## config.mk

```make
export PLATFORM = sky130hd
export DESIGN_NAME = core_rv32i_flat
export DESIGN_NICKNAME = d
export VERILOG_FILES = /design/src/rtl/core_pkg.sv /design/src/rtl/core_rv32i_if.sv /design/src/rtl/core_alu.sv /design/src/rtl/core_rv32i.sv /design/src/flat_wrapper.sv
export SDC_FILE = /design/constraint.sdc
export NUM_CORES = 2
export LEC_CHECK = 0
export ABC_AREA = 1
export ABC_CLOCK_PERIOD_IN_PS = 11600
export BUFFER_PORTS_ARGS = -buffer_cell sky130_fd_sc_hd__buf_2
export CORE_AREA = 2 2 383 385
export CTS_CLUSTER_DIAMETER = 80
export DETAILED_ROUTE_END_ITERATION = 8
export DIE_AREA = 0 0 385 387
export SLEW_MARGIN = 30
export SYNTH_ARGS = -nofsm -noshare
export SYNTH_HDL_FRONTEND = slang
export SYNTH_SLANG_ARGS = --single-unit
export TNS_END_PERCENT = 20
```

## constraint.sdc

```tcl
create_clock -name CLK -period 11.6 [get_ports CLK]
set_input_delay 0.58 -clock CLK [delete_from_list [all_inputs] [get_ports CLK]]
set_output_delay 0.58 -clock CLK [all_outputs]
set_load 0.05 [all_outputs]
```

## src/rtl/core_pkg.sv

```systemverilog
// rtl/core_pkg.sv - shared opcodes, ALU/writeback encodings and decode helpers
// Purpose: common definitions for the single-cycle RV32I core.
// Contents: RV32I major opcodes, alu_op_t, wb_sel_t, immediate and ALU-op helpers.
package core_pkg;

  localparam logic [6:0] OP_LUI    = 7'b0110111;
  localparam logic [6:0] OP_AUIPC  = 7'b0010111;
  localparam logic [6:0] OP_JAL    = 7'b1101111;
  localparam logic [6:0] OP_JALR   = 7'b1100111;
  localparam logic [6:0] OP_BRANCH = 7'b1100011;
  localparam logic [6:0] OP_LOAD   = 7'b0000011;
  localparam logic [6:0] OP_STORE  = 7'b0100011;
  localparam logic [6:0] OP_IMM    = 7'b0010011;
  localparam logic [6:0] OP_REG    = 7'b0110011;

  typedef enum logic [3:0] {
    ALU_ADD, ALU_SUB, ALU_SLL, ALU_SLT, ALU_SLTU,
    ALU_XOR, ALU_SRL, ALU_SRA, ALU_OR, ALU_AND
  } alu_op_t;

  // WB_NONE means the instruction has no architectural register result.
  typedef enum logic [2:0] {
    WB_NONE, WB_ALU, WB_MEM, WB_PC4, WB_IMM, WB_PCIMM
  } wb_sel_t;

  function automatic logic [31:0] sext12(input logic [11:0] v);
    return {{20{v[11]}}, v};
  endfunction

  // alt selects SUB for funct3=000 and SRA for funct3=101; ignored otherwise.
  function automatic alu_op_t alu_from_f3(input logic [2:0] f3, input logic alt);
    case (f3)
      3'b000:  return alt ? ALU_SUB : ALU_ADD;
      3'b001:  return ALU_SLL;
      3'b010:  return ALU_SLT;
      3'b011:  return ALU_SLTU;
      3'b100:  return ALU_XOR;
      3'b101:  return alt ? ALU_SRA : ALU_SRL;
      3'b110:  return ALU_OR;
      default: return ALU_AND;
    endcase
  endfunction

endpackage

```

## src/rtl/core_rv32i_if.sv

```systemverilog
// rtl/core_rv32i_if.sv - instruction/data memory bus between core and memories
// Purpose: groups the ROM fetch port and RAM load/store port of the core.
// Signals: iaddr/idata (fetch), daddr/ddata_w/ddata_r (data), MemRead/MemWrite/d_rw (strobes).
// Modports: master = core side, slave = memory side.
interface core_rv32i_if #(
  parameter int ADDR_WIDTH = 32,
  parameter int DATA_WIDTH = 32
);
  logic [ADDR_WIDTH-1:0] iaddr;
  logic [DATA_WIDTH-1:0] idata;
  logic [ADDR_WIDTH-1:0] daddr;
  logic [DATA_WIDTH-1:0] ddata_w;
  logic [DATA_WIDTH-1:0] ddata_r;
  logic                  MemRead;
  logic                  MemWrite;
  logic                  d_rw;

  modport master (
    output iaddr, daddr, ddata_w, MemRead, MemWrite, d_rw,
    input  idata, ddata_r
  );

  modport slave (
    input  iaddr, daddr, ddata_w, MemRead, MemWrite, d_rw,
    output idata, ddata_r
  );
endinterface

```

## src/rtl/core_alu.sv

```systemverilog
// rtl/core_alu.sv - 32-bit RV32I integer ALU
// Purpose: combinational arithmetic/logic/shift/compare unit.
// Ports: a, b (operands), op (alu_op_t), y (result), zero (y == 0).
module core_alu
  import core_pkg::*;
(
  input  logic [31:0] a,
  input  logic [31:0] b,
  input  alu_op_t     op,
  output logic [31:0] y,
  output logic        zero
);

  always_comb begin
    y = a + b;
    case (op)
      ALU_ADD:  y = a + b;
      ALU_SUB:  y = a - b;
      ALU_SLL:  y = a << b[4:0];
      ALU_SLT:  y = {31'd0, $signed(a) < $signed(b)};
      ALU_SLTU: y = {31'd0, a < b};
      ALU_XOR:  y = a ^ b;
      ALU_SRL:  y = a >> b[4:0];
      ALU_SRA:  y = $unsigned($signed(a) >>> b[4:0]);
      ALU_OR:   y = a | b;
      ALU_AND:  y = a & b;
      default:  y = a + b;
    endcase
  end

  assign zero = (y == 32'd0);

endmodule

```

## src/rtl/core_rv32i.sv

```systemverilog
// rtl/core_rv32i.sv - single-cycle RV32I integer core
// Purpose: fetches from an async ROM, executes one instruction per CLK edge,
//          loads/stores a word-addressed RAM (sync write, comb read).
// Ports: CLK (clock), RESET_N (async active-low reset),
//        bus (core_rv32i_if.master: iaddr/idata, daddr/ddata_w/ddata_r, MemRead/MemWrite/d_rw).
// Option: CORE_REGFILE_CLEAR_EN - when defined x1..x31 are cleared by RESET_N,
//         otherwise only the PC is reset.
module core_rv32i
  import core_pkg::*;
#(
  parameter int ADDR_WIDTH = 32,
  parameter int DATA_WIDTH = 32
) (
  input  logic         CLK,
  input  logic         RESET_N,
  core_rv32i_if.master bus
);

  logic [ADDR_WIDTH-1:0] pc, pc_plus4, pc_imm, next_pc;
  logic [DATA_WIDTH-1:0] regs [32];

  logic [31:0] instr;
  logic [6:0]  opcode;
  logic [4:0]  rd, rs1, rs2;
  logic [2:0]  funct3;
  logic        alt;
  logic [31:0] imm_i, imm_s, imm_b, imm_u, imm_j, pc_off;

  logic [DATA_WIDTH-1:0] rs1_val, rs2_val, alu_b, alu_y, wb_data;
  alu_op_t alu_op;
  wb_sel_t wb_sel;
  logic    alu_zero, mem_rd, mem_wr, is_branch, is_jal, is_jalr, taken, reg_we;

  assign instr  = bus.idata;
  assign opcode = instr[6:0];
  assign rd     = instr[11:7];
  assign funct3 = instr[14:12];
  assign rs1    = instr[19:15];
  assign rs2    = instr[24:20];
  assign alt    = instr[30];

  assign imm_i = sext12(instr[31:20]);
  assign imm_s = sext12({instr[31:25], instr[11:7]});
  assign imm_b = {{19{instr[31]}}, instr[31], instr[7], instr[30:25], instr[11:8], 1'b0};
  assign imm_u = {instr[31:12], 12'd0};
  assign imm_j = {{11{instr[31]}}, instr[31], instr[19:12], instr[20], instr[30:21], 1'b0};

  assign rs1_val = (rs1 == 5'd0) ? '0 : regs[rs1];
  assign rs2_val = (rs2 == 5'd0) ? '0 : regs[rs2];

  // Decoder. Anything not matched leaves the defaults, which form a NOP.
  always_comb begin
    alu_op    = ALU_ADD;
    alu_b     = rs2_val;
    wb_sel    = WB_NONE;
    mem_rd    = 1'b0;
    mem_wr    = 1'b0;
    is_branch = 1'b0;
    is_jal    = 1'b0;
    is_jalr   = 1'b0;
    case (opcode)
      OP_LUI:   wb_sel = WB_IMM;
      OP_AUIPC: wb_sel = WB_PCIMM;
      OP_JAL: begin
        wb_sel = WB_PC4;
        is_jal = 1'b1;
      end
      OP_JALR: begin
        wb_sel  = WB_PC4;
        is_jalr = 1'b1;
        alu_b   = imm_i;
      end
      OP_BRANCH: begin
        // funct3[2:1]: 00 eq/ne via SUB+zero, 10 signed, 11 unsigned; 01 is illegal.
        is_branch = 1'b1;
        case (funct3[2:1])
          2'b00:   alu_op = ALU_SUB;
          2'b10:   alu_op = ALU_SLT;
          2'b11:   alu_op = ALU_SLTU;
          default: is_branch = 1'b0;
        endcase
      end
      OP_LOAD: begin
        if (funct3 == 3'b010) begin
          mem_rd = 1'b1;
          wb_sel = WB_MEM;
          alu_b  = imm_i;
        end
      end
      OP_STORE: begin
        if (funct3 == 3'b010) begin
          mem_wr = 1'b1;
          alu_b  = imm_s;
        end
      end
      OP_IMM: begin
        // imm[10] is only an opcode modifier for SRAI; ADDI never becomes SUB.
        alu_b  = imm_i;
        alu_op = alu_from_f3(funct3, alt && (funct3 == 3'b101));
        wb_sel = WB_ALU;
      end
      OP_REG: begin
        alu_op = alu_from_f3(funct3, alt);
        wb_sel = WB_ALU;
      end
      default: ;
    endcase
  end

  core_alu u_alu (
    .a    (rs1_val),
    .b    (alu_b),
    .op   (alu_op),
    .y    (alu_y),
    .zero (alu_zero)
  );

  // funct3[2] picks the compare result over the equality flag, funct3[0] inverts.
  assign taken = is_branch && ((funct3[2] ? alu_y[0] : alu_zero) ^ funct3[0]);

  assign pc_plus4 = pc + 32'd4;
  assign pc_off   = is_jal ? imm_j : (is_branch ? imm_b : imm_u);
  assign pc_imm   = pc + pc_off;

  always_comb begin
    next_pc = pc_plus4;
    if (is_jalr)
      next_pc = {alu_y[31:1], 1'b0};
    else if (is_jal || taken)
      next_pc = pc_imm;
  end

  always_comb begin
    wb_data = alu_y;
    case (wb_sel)
      WB_MEM:   wb_data = bus.ddata_r;
      WB_PC4:   wb_data = pc_plus4;
      WB_IMM:   wb_data = imm_u;
      WB_PCIMM: wb_data = pc_imm;
      default:  wb_data = alu_y;
    endcase
  end

  // Gating with RESET_N keeps an edge that lands during reset from writing state.
  assign reg_we = RESET_N && (wb_sel != WB_NONE) && (rd != 5'd0);

  always_ff @(posedge CLK or negedge RESET_N) begin
    if (!RESET_N)
      pc <= '0;
    else
      pc <= next_pc;
  end

`ifdef CORE_REGFILE_CLEAR_EN
  always_ff @(posedge CLK or negedge RESET_N) begin
    if (!RESET_N) begin
      for (int i = 0; i < 32; i++)
        regs[i] <= '0;
    end else if (reg_we) begin
      regs[rd] <= wb_data;
    end
  end
`else
  always_ff @(posedge CLK) begin
    if (reg_we)
      regs[rd] <= wb_data;
  end
`endif

  assign bus.iaddr    = pc;
  assign bus.daddr    = alu_y;
  assign bus.ddata_w  = rs2_val;
  assign bus.MemRead  = mem_rd && RESET_N;
  assign bus.MemWrite = mem_wr && RESET_N;
  assign bus.d_rw     = mem_wr && RESET_N;

endmodule

```

## src/flat_wrapper.sv

```systemverilog
// flat-port wrapper written by rule: the top's interface ports become plain ports
module core_rv32i_flat import core_pkg::*;
#(
  parameter int ADDR_WIDTH = 32,
  parameter int DATA_WIDTH = 32
)
  (CLK, RESET_N, bus_iaddr, bus_daddr, bus_ddata_w, bus_MemRead, bus_MemWrite, bus_d_rw, bus_idata, bus_ddata_r);
  core_rv32i_if #(.ADDR_WIDTH(ADDR_WIDTH), .DATA_WIDTH(DATA_WIDTH)) bus_i ();
  input  logic CLK;
  input  logic RESET_N;
  output wire logic [$bits(bus_i.iaddr)-1:0] bus_iaddr;
  output wire logic [$bits(bus_i.daddr)-1:0] bus_daddr;
  output wire logic [$bits(bus_i.ddata_w)-1:0] bus_ddata_w;
  output wire logic [$bits(bus_i.MemRead)-1:0] bus_MemRead;
  output wire logic [$bits(bus_i.MemWrite)-1:0] bus_MemWrite;
  output wire logic [$bits(bus_i.d_rw)-1:0] bus_d_rw;
  input wire logic [$bits(bus_i.idata)-1:0] bus_idata;
  input wire logic [$bits(bus_i.ddata_r)-1:0] bus_ddata_r;
  assign bus_iaddr = bus_i.iaddr;
  assign bus_daddr = bus_i.daddr;
  assign bus_ddata_w = bus_i.ddata_w;
  assign bus_MemRead = bus_i.MemRead;
  assign bus_MemWrite = bus_i.MemWrite;
  assign bus_d_rw = bus_i.d_rw;
  assign bus_i.idata = bus_idata;
  assign bus_i.ddata_r = bus_ddata_r;
  core_rv32i #(.ADDR_WIDTH(ADDR_WIDTH), .DATA_WIDTH(DATA_WIDTH)) u_core (.CLK(CLK), .RESET_N(RESET_N), .bus(bus_i));
endmodule
```

-- Word-level counts from Yosys, hierarchy flattened
Memories as Yosys holds them, arrays and structs flattened.
Index checks and enable logic that the tools add are counted.
- RAM bits: 1024
- logic and storage cells: 94
- output and inout bits: 99
- bits in registers: 32
- input port bits: 66
- memories kept: 1
- memories (memory ; depth ; bits a word ; rd ports ; clocked after Yosys merged registers in ; write ports ; RTL line ; source):
    u_core.regs ; 32 ; 32 ; 2 ; 0 ; 1 ; core_rv32i.sv:20 ; logic [DATA_WIDTH-1:0] regs [32];
- add/subtract/negate cells: 4
- bitwise logic cells: 4
- $lt $le $gt $ge: 2
- equality and inequality tests: 30
- reductions and logical operators: 18
- shifts and indexed selects: 3
- mux-type cells: 31
- operator list (cell ; count):
    $pmux W32 S9 ; 1
    $mux W32 ; 6
    $pmux W32 S4 ; 1
    $pmux W32 S3 ; 1
    $add A32 B32 Y32 ; 2
    $lt A32 B32 Y1 ; 2
    $mux W31 ; 2
    $pmux W4 S7 ; 2
    $add A32 B3 Y32 const B ; 1
    $and A32 B32 Y32 ; 1
    $logic_not A32 Y1 ; 1
    $or A32 B32 Y32 ; 1
    $shl A32 B5 Y32 ; 1
    $shr A32 B5 Y32 ; 1
    $sshr A32 B5 Y32 ; 1
    $sub A32 B32 Y32 ; 1
    $xor A32 B32 Y32 ; 1
    $eq A7 B6 Y1 const B ; 3
    $eq A7 B7 Y1 const B ; 3
    $eq A4 B3 Y1 const B ; 4
    $eq A3 B3 Y1 const B ; 5
    $pmux W3 S5 ; 1
    $eq A7 B5 Y1 const B ; 2
    $mux W1 ; 14
    other kinds (20) ; 34

-- Logic depth before layout (Yosys ltp)
- depth after elaboration: 14
- gate-level depth with buffers: 49
- mapped depth without buffers: 43

-- Modules after synthesis
Synthesis repeated with hierarchy kept, for this count alone.
- cells, all modules: 8577
- area, all modules: 67398.4 um2
- modules (own cells, without submodules) (module ; cells each ; seq. area each (um2) ; times used ; area each (um2)):
    core_rv32i ; 6439 ; 31525.2 ; 1 ; 57133.5
    core_alu ; 2138 ; 0.0 ; 1 ; 10264.8

-- Least setup slack after synthesis
Ideal clock, no wire load.
- kind: input-to-reg
- from: input port bus_idata[20]
- to: memory u_core.regs[0][19], data pin
- required time: 11.099 ns
- path slack: 4.620 ns
- library setup time: 0.501 ns
- cell stages on the path: 28
- arrival time: 6.479 ns
- cells stage by stage: inv_2 -> buf_2 -> buf_4 -> buf_2 -> clkbuf_1 -> clkbuf_1 -> clkbuf_1 -> clkbuf_1 -> nor2_1 -> o22ai_1 -> a21oi_1 -> a21oi_1 -> nand2_1 -> o21ai_0 -> ha_1 -> nand2_1 -> o22ai_1 -> nor3_1 -> o21ai_0 -> a21boi_1 -> o21ai_0 -> nand2_1 -> nand2_1 -> xor2_1 -> nand2_1 -> nand4_1 -> nand2_1 -> o2111ai_1
- longest elaborated chain between the ends: 7
- elaborated cells on any way between the ends: 18
- classes of those cells: add/sub: 3; shift: 3; mux: 7; bitwise: 3; reduce/logical: 1; memory: 1
- ends and longest elaborated chain (element ; RTL line ; source):
    from (decl) ; flat_wrapper.sv:17 ; input wire logic [$bits(bus_i.idata)-1:0] bus_idata;
    $mem_v2 Z32 W32 or $logic_not A5 Y1 (tied branches) ; n/a ;
    $mux W32 (*) ; core_rv32i.sv:49 ; assign rs2_val = (rs2 == 5'd0) ? '0 : regs[rs2];
    via bus_ddata_w[7] ; flat_wrapper.sv:13 ; output wire logic [$bits(bus_i.ddata_w)-1:0] bus_ddata_w;
    $mux W32, on equally long branches ; core_rv32i.sv:91, core_rv32i.sv:84 ;
    $pmux W32 S3 (*) ; core_rv32i.sv:61 ; case (opcode)
    $add A32 B32 Y32 or $sub A32 B32 Y32 (tied branches) ; n/a ;
    $pmux W32 S9 (*) ; core_alu.sv:16 ; case (op)
    via bus_daddr[19] ; flat_wrapper.sv:12 ; output wire logic [$bits(bus_i.daddr)-1:0] bus_daddr;
    $pmux W32 S4 (*) ; core_rv32i.sv:135 ; case (wb_sel)
    via u_core.wb_data[19] ; core_rv32i.sv:29 ; logic [DATA_WIDTH-1:0] rs1_val, rs2_val, alu_b, alu_y, wb_data;
    to (decl) ; core_rv32i.sv:20 ;
Mark *: on every way through the listed nets, which the timed path passes. The rest lies on a longest branch.

-- Worst setup path after layout
- from: input port bus_idata[21]
- to: register u_core.pc[27] (netlist: u_core.bus.iaddr[27])
- longest elaborated chain between the ends: 13
- elaborated cells on any way between the ends: 27
- classes of those cells: add/sub: 3; order compare: 2; shift: 3; mux: 10; bitwise: 4; reduce/logical: 4; memory: 1
- ends and longest elaborated chain (element ; RTL line ; source):
    $mem_v2 Z32 W32 or $logic_not A5 Y1 (tied branches) ; n/a ;
    $mux W32 ; core_rv32i.sv:49 ;
    $mux W32, on equally long branches ; core_rv32i.sv:91, core_rv32i.sv:84 ;
    $pmux W32 S3 ; core_rv32i.sv:61 ;
    $add A32 B32 Y32 (tied with other cells) ; n/a ;
    $pmux W32 S9 ; core_alu.sv:16 ;
    $logic_not A32 Y1 ; core_alu.sv:31 ; assign zero = (y == 32'd0);
    $mux W1 ; core_rv32i.sv:119 ; assign taken = is_branch && ((funct3[2] ? alu_y[0] : alu_zero) ^ funct3[0]);
    $xor A1 B1 Y1 ; core_rv32i.sv:119 ;
    $logic_and A1 B1 Y1 ; core_rv32i.sv:119 ;
    $logic_or A1 B1 Y1 ; core_rv32i.sv:129 ; else if (is_jal || taken)
    $mux W32 ; core_rv32i.sv:129 ;
    $mux W32 (*) ; core_rv32i.sv:127 ; if (is_jalr)
    via u_core.next_pc[27] ; core_rv32i.sv:19 ; logic [ADDR_WIDTH-1:0] pc, pc_plus4, pc_imm, next_pc;
    to (signal assigned) ; core_rv32i.sv:151 ; pc <= next_pc;
    to (decl) ; core_rv32i.sv:19 ;
Marks and branches as above.

==> impl_metrics.toml <==
[sta]
min_period_over_period = 0.746
slew_headroom = 0.276
worstMarginPinSlew_ps = 1090
setup_tns_ps = 0
maxSlewViolCount = 0
setup_violations = 0
holdWs_ps = 447
rsz0062_at_grt = "no"
skew_ps = 27.9
fin_crit_ps = 8650
timing.fmax_mhz = 116
finalHoldViolCount = 0

[cells_and_area]
regArea_um2 = 31500
final_cell_mix = "nand2_1 (1458), edfxtp_1 (1024), nand3_1 (1010), o21ai_0 (900), nor2_1 (753)"
final_common_cell = "nand2_1"
multiInputGateArea_um2 = 29100
layout-drive-gt1-share = 0.0823
fill_cells = 13700
fin_area_um2 = 71400
final_nets = 7955
areaGrowthSynthToFinish_pct = 9.88

[power]
seq_power_share = 0.387
p_int_mw = 7.85
p_comb_frac = 0.320
pwr-share-clk = 0.293
p_total_mw = 12.7
cellLeakagePower_nw = 27.6
p_sw_frac = 0.382
ir_drop_mv = 0.132
switching_power_mw = 4.85
power_density_nw_per_um2 = 178

[setup_path]
r2r_slack_ps = 4110
critPathLaunchType = "input port"
path_buf_inv = 6
crit_family = "simple AND/OR/NAND/NOR gates"
cpPeakStageDelay_ps = 730
path_max_fanout = 59
cpMostUsedCell = "a21oi_1"
worstRegToRegCells = 36
critical-path-slowest-cell = "nand2_2"
cp_data_arrival_time_ps = 9320
rr_endpoint = "u_core.bus.iaddr[27]$_DFF_PN0_"
required_ps = 12280
path_class = "input port to flop"
crit_path_end_kind = "flop"
r2r_start = "u_core.regs[8][0]$_DFFE_PP_"

[clock_network]
cts_tree = "built"
postCtsSetupRepairBufs = 0
ctsLongestPathBuffers = 3
cts.repair.resized = 0
clk_pin_slew_worst_paths_ps = 60
h-tree-depth = 3
cts_made_buffers = 116
clkSinkCount = 1055
cts-root-buf = "clkbuf_16"
cts.hold.buffers_added = 1
insertion_delay_ps = 750

[detailed_routing]
drt_pass1_iterations = 8
viasPerCell = 6.46
wl_per_cell_um = 29.4
route.met2.wl_um = 125000
wl_met3_um = 33800
top_layer_used = "met5"
vias = 63100
ant_nets = 0
wl_met1_um = 112000
drt_wl_total_um = 287000
drc_errors = 0
drt_iter0_drc = 10000

[synth]
yosysTopAreaCell = "edfxtp_1"
synthTopCellsByArea = "edfxtp_1 (47%), nand2_1 (8.5%), nand3_1 (7.8%)"
synth_top_area_frac = 0.474
netlist_instances = 7848
yosysSeqAreaShare = 0.486
syn_area_per_cell_um2 = 8.27
async_flop_share = 0.0294
synth_flop_cell = "edfxtp_1"
ys_ff_latch = 1055
synth_edf_count = 1024
ys_warn_count = 0
ys_types = 76
syn_area_um2 = 64900

[die]
die_h_um = 387
die-area_um2 = 149000
core_um2 = 145000
num_rows = 140
die-width_um = 385
pin_count = 165
start_util = 0.448

[grt]
antenna_found_initial = 9
grt_pass1_vias = 57300
grt_util_all_layers = 0.373
grt_pass1_wl_um = 406000
gr-total-overflow = 0
grt_max_degree = 142

[placement]
portBuffers = 163
hpwl_um = 175000
placed_cell_area_um2 = 67500
routabilityCongestion = 1.03

[run_status]
status = "complete, no violations"

[run]
cap_violations = 0

[hold_path]
hold_path_class = "input port to asynchronous set/reset pin"
==> cell usage after synthesis (4+ instances only) <==
master	n
nor3_1	64
nor2_1	785
nand4_1	35
dfrtp_1	31
buf_6	12
o21ai_1	36
nand2_2	8
a221o_1	6
o2111ai_1	24
nand2_1	1463
o21ai_0	901
a21o_1	9
o211ai_1	218
nand3_1	1010
o31ai_1	9
and3_1	4
nor3_2	6
o221ai_1	88
o22ai_1	116
inv_1	574
inv_2	24
o21bai_1	9
or2_2	13
buf_2	190
xor2_1	51
a2111oi_0	19
nor2_2	8
nand3_2	22
buf_1	53
ha_1	128
nand3b_1	6
a31oi_1	13
a21oi_1	456
o21a_1	7
nor4_1	6
clkinv_1	7
edfxtp_1	1024
a221oi_1	14
a211oi_1	28
xnor2_1	18
clkbuf_1	269
buf_4	33
==> stage by stage <==
step,setup slack (ps),cells,utilization
2_1_floorplan,4620,7880,-
3_3_place_gp,2450,9551,0.466
3_5_place_dp,2510,9554,0.466
4_1_cts,3270,9766,0.492
5_1_grt,2590,9770,0.493
6_report,2950,9771,0.493
==> final cells by class <==
cell class              count  share of cell area
repair buffers            318              0.0322
well taps                1917              0.0336
inverters                 606              0.0323
diodes                      3            0.000105
clock inverters            73              0.0107
multi-input cells        5661               0.407
clock buffers             138              0.0418
flip-flops and latches   1055               0.442
==> metal layers <==
metal | GRT usage | vias up
met5 | 0 | -
li1 | - | 27400
met2 | 0.558 | 4469
met3 | 0.0661 | 826
met4 | 0.191 | 2
met1 | 0.517 | 30400
==> worst register-to-register path, delay by kind of cell (launching register included) <==
| family | cells | cell delay (ps) |
|---|---|---|
| AOI/OAI and AO/OA | 5 | 1410 |
| xor gates and xnor gates | 1 | 80 |
| adders and majority gates | 2 | 720 |
| buffers and inverters | 1 | 70 |
| DFF | 1 | 340 |
| and+or+nand+nor | 27 | 4790 |
==> state kept, by name, indices dropped and copies added, names as in the netlist <==
signal	cells
u_core.bus.iaddr	31
u_core.regs	1024
==> power groups by stage <==
stage	clock (mW)	sequential, mW	combinational [mW]
after CTS	3.74	4.92	3.94
final	3.72	4.92	4.06
after global placement	0	5.00	3.91
after floorplan	0	5.13	2.28
after detailed placement	0	5.00	3.93
after global routing	3.89	4.92	4.31
==> how the worst max path moves through the flow <==
| stage | startpoint | depth (start not counted) | slack (ps) | to |
|---|---|---|---|---|
| finish | bus_idata[21] | 34 | 2950 | u_core.bus.iaddr[27]$_DFF_PN0_ |
| global route | bus_idata[21] | 36 | 2590 | u_core.bus.iaddr[9]$_DFF_PN0_ |
| CTS | bus_idata[21] | 28 | 3270 | bus_daddr[17] |
| detailed placement | bus_idata[21] | 34 | 2510 | u_core.bus.iaddr[31]$_DFF_PN0_ |
| global placement | bus_idata[21] | 33 | 2450 | u_core.bus.iaddr[11]$_DFF_PN0_ |
| floorplan | bus_idata[20] | 28 | 4620 | u_core.regs[0][19]$_DFFE_PP_ |
==> kinds of logic after synthesis <==
kind of cell	after synthesis	synth area share
buffers and inverters	1164	0.0745
xor gates and xnor gates	69	0.00931
and+or+nand+nor	3449	0.228
other	1	0.0000578
DFF	1055	0.486
adders and majority gates	131	0.0256
AOI/OAI and AO/OA	1979	0.177
Power figures use the tool's default switching activity.
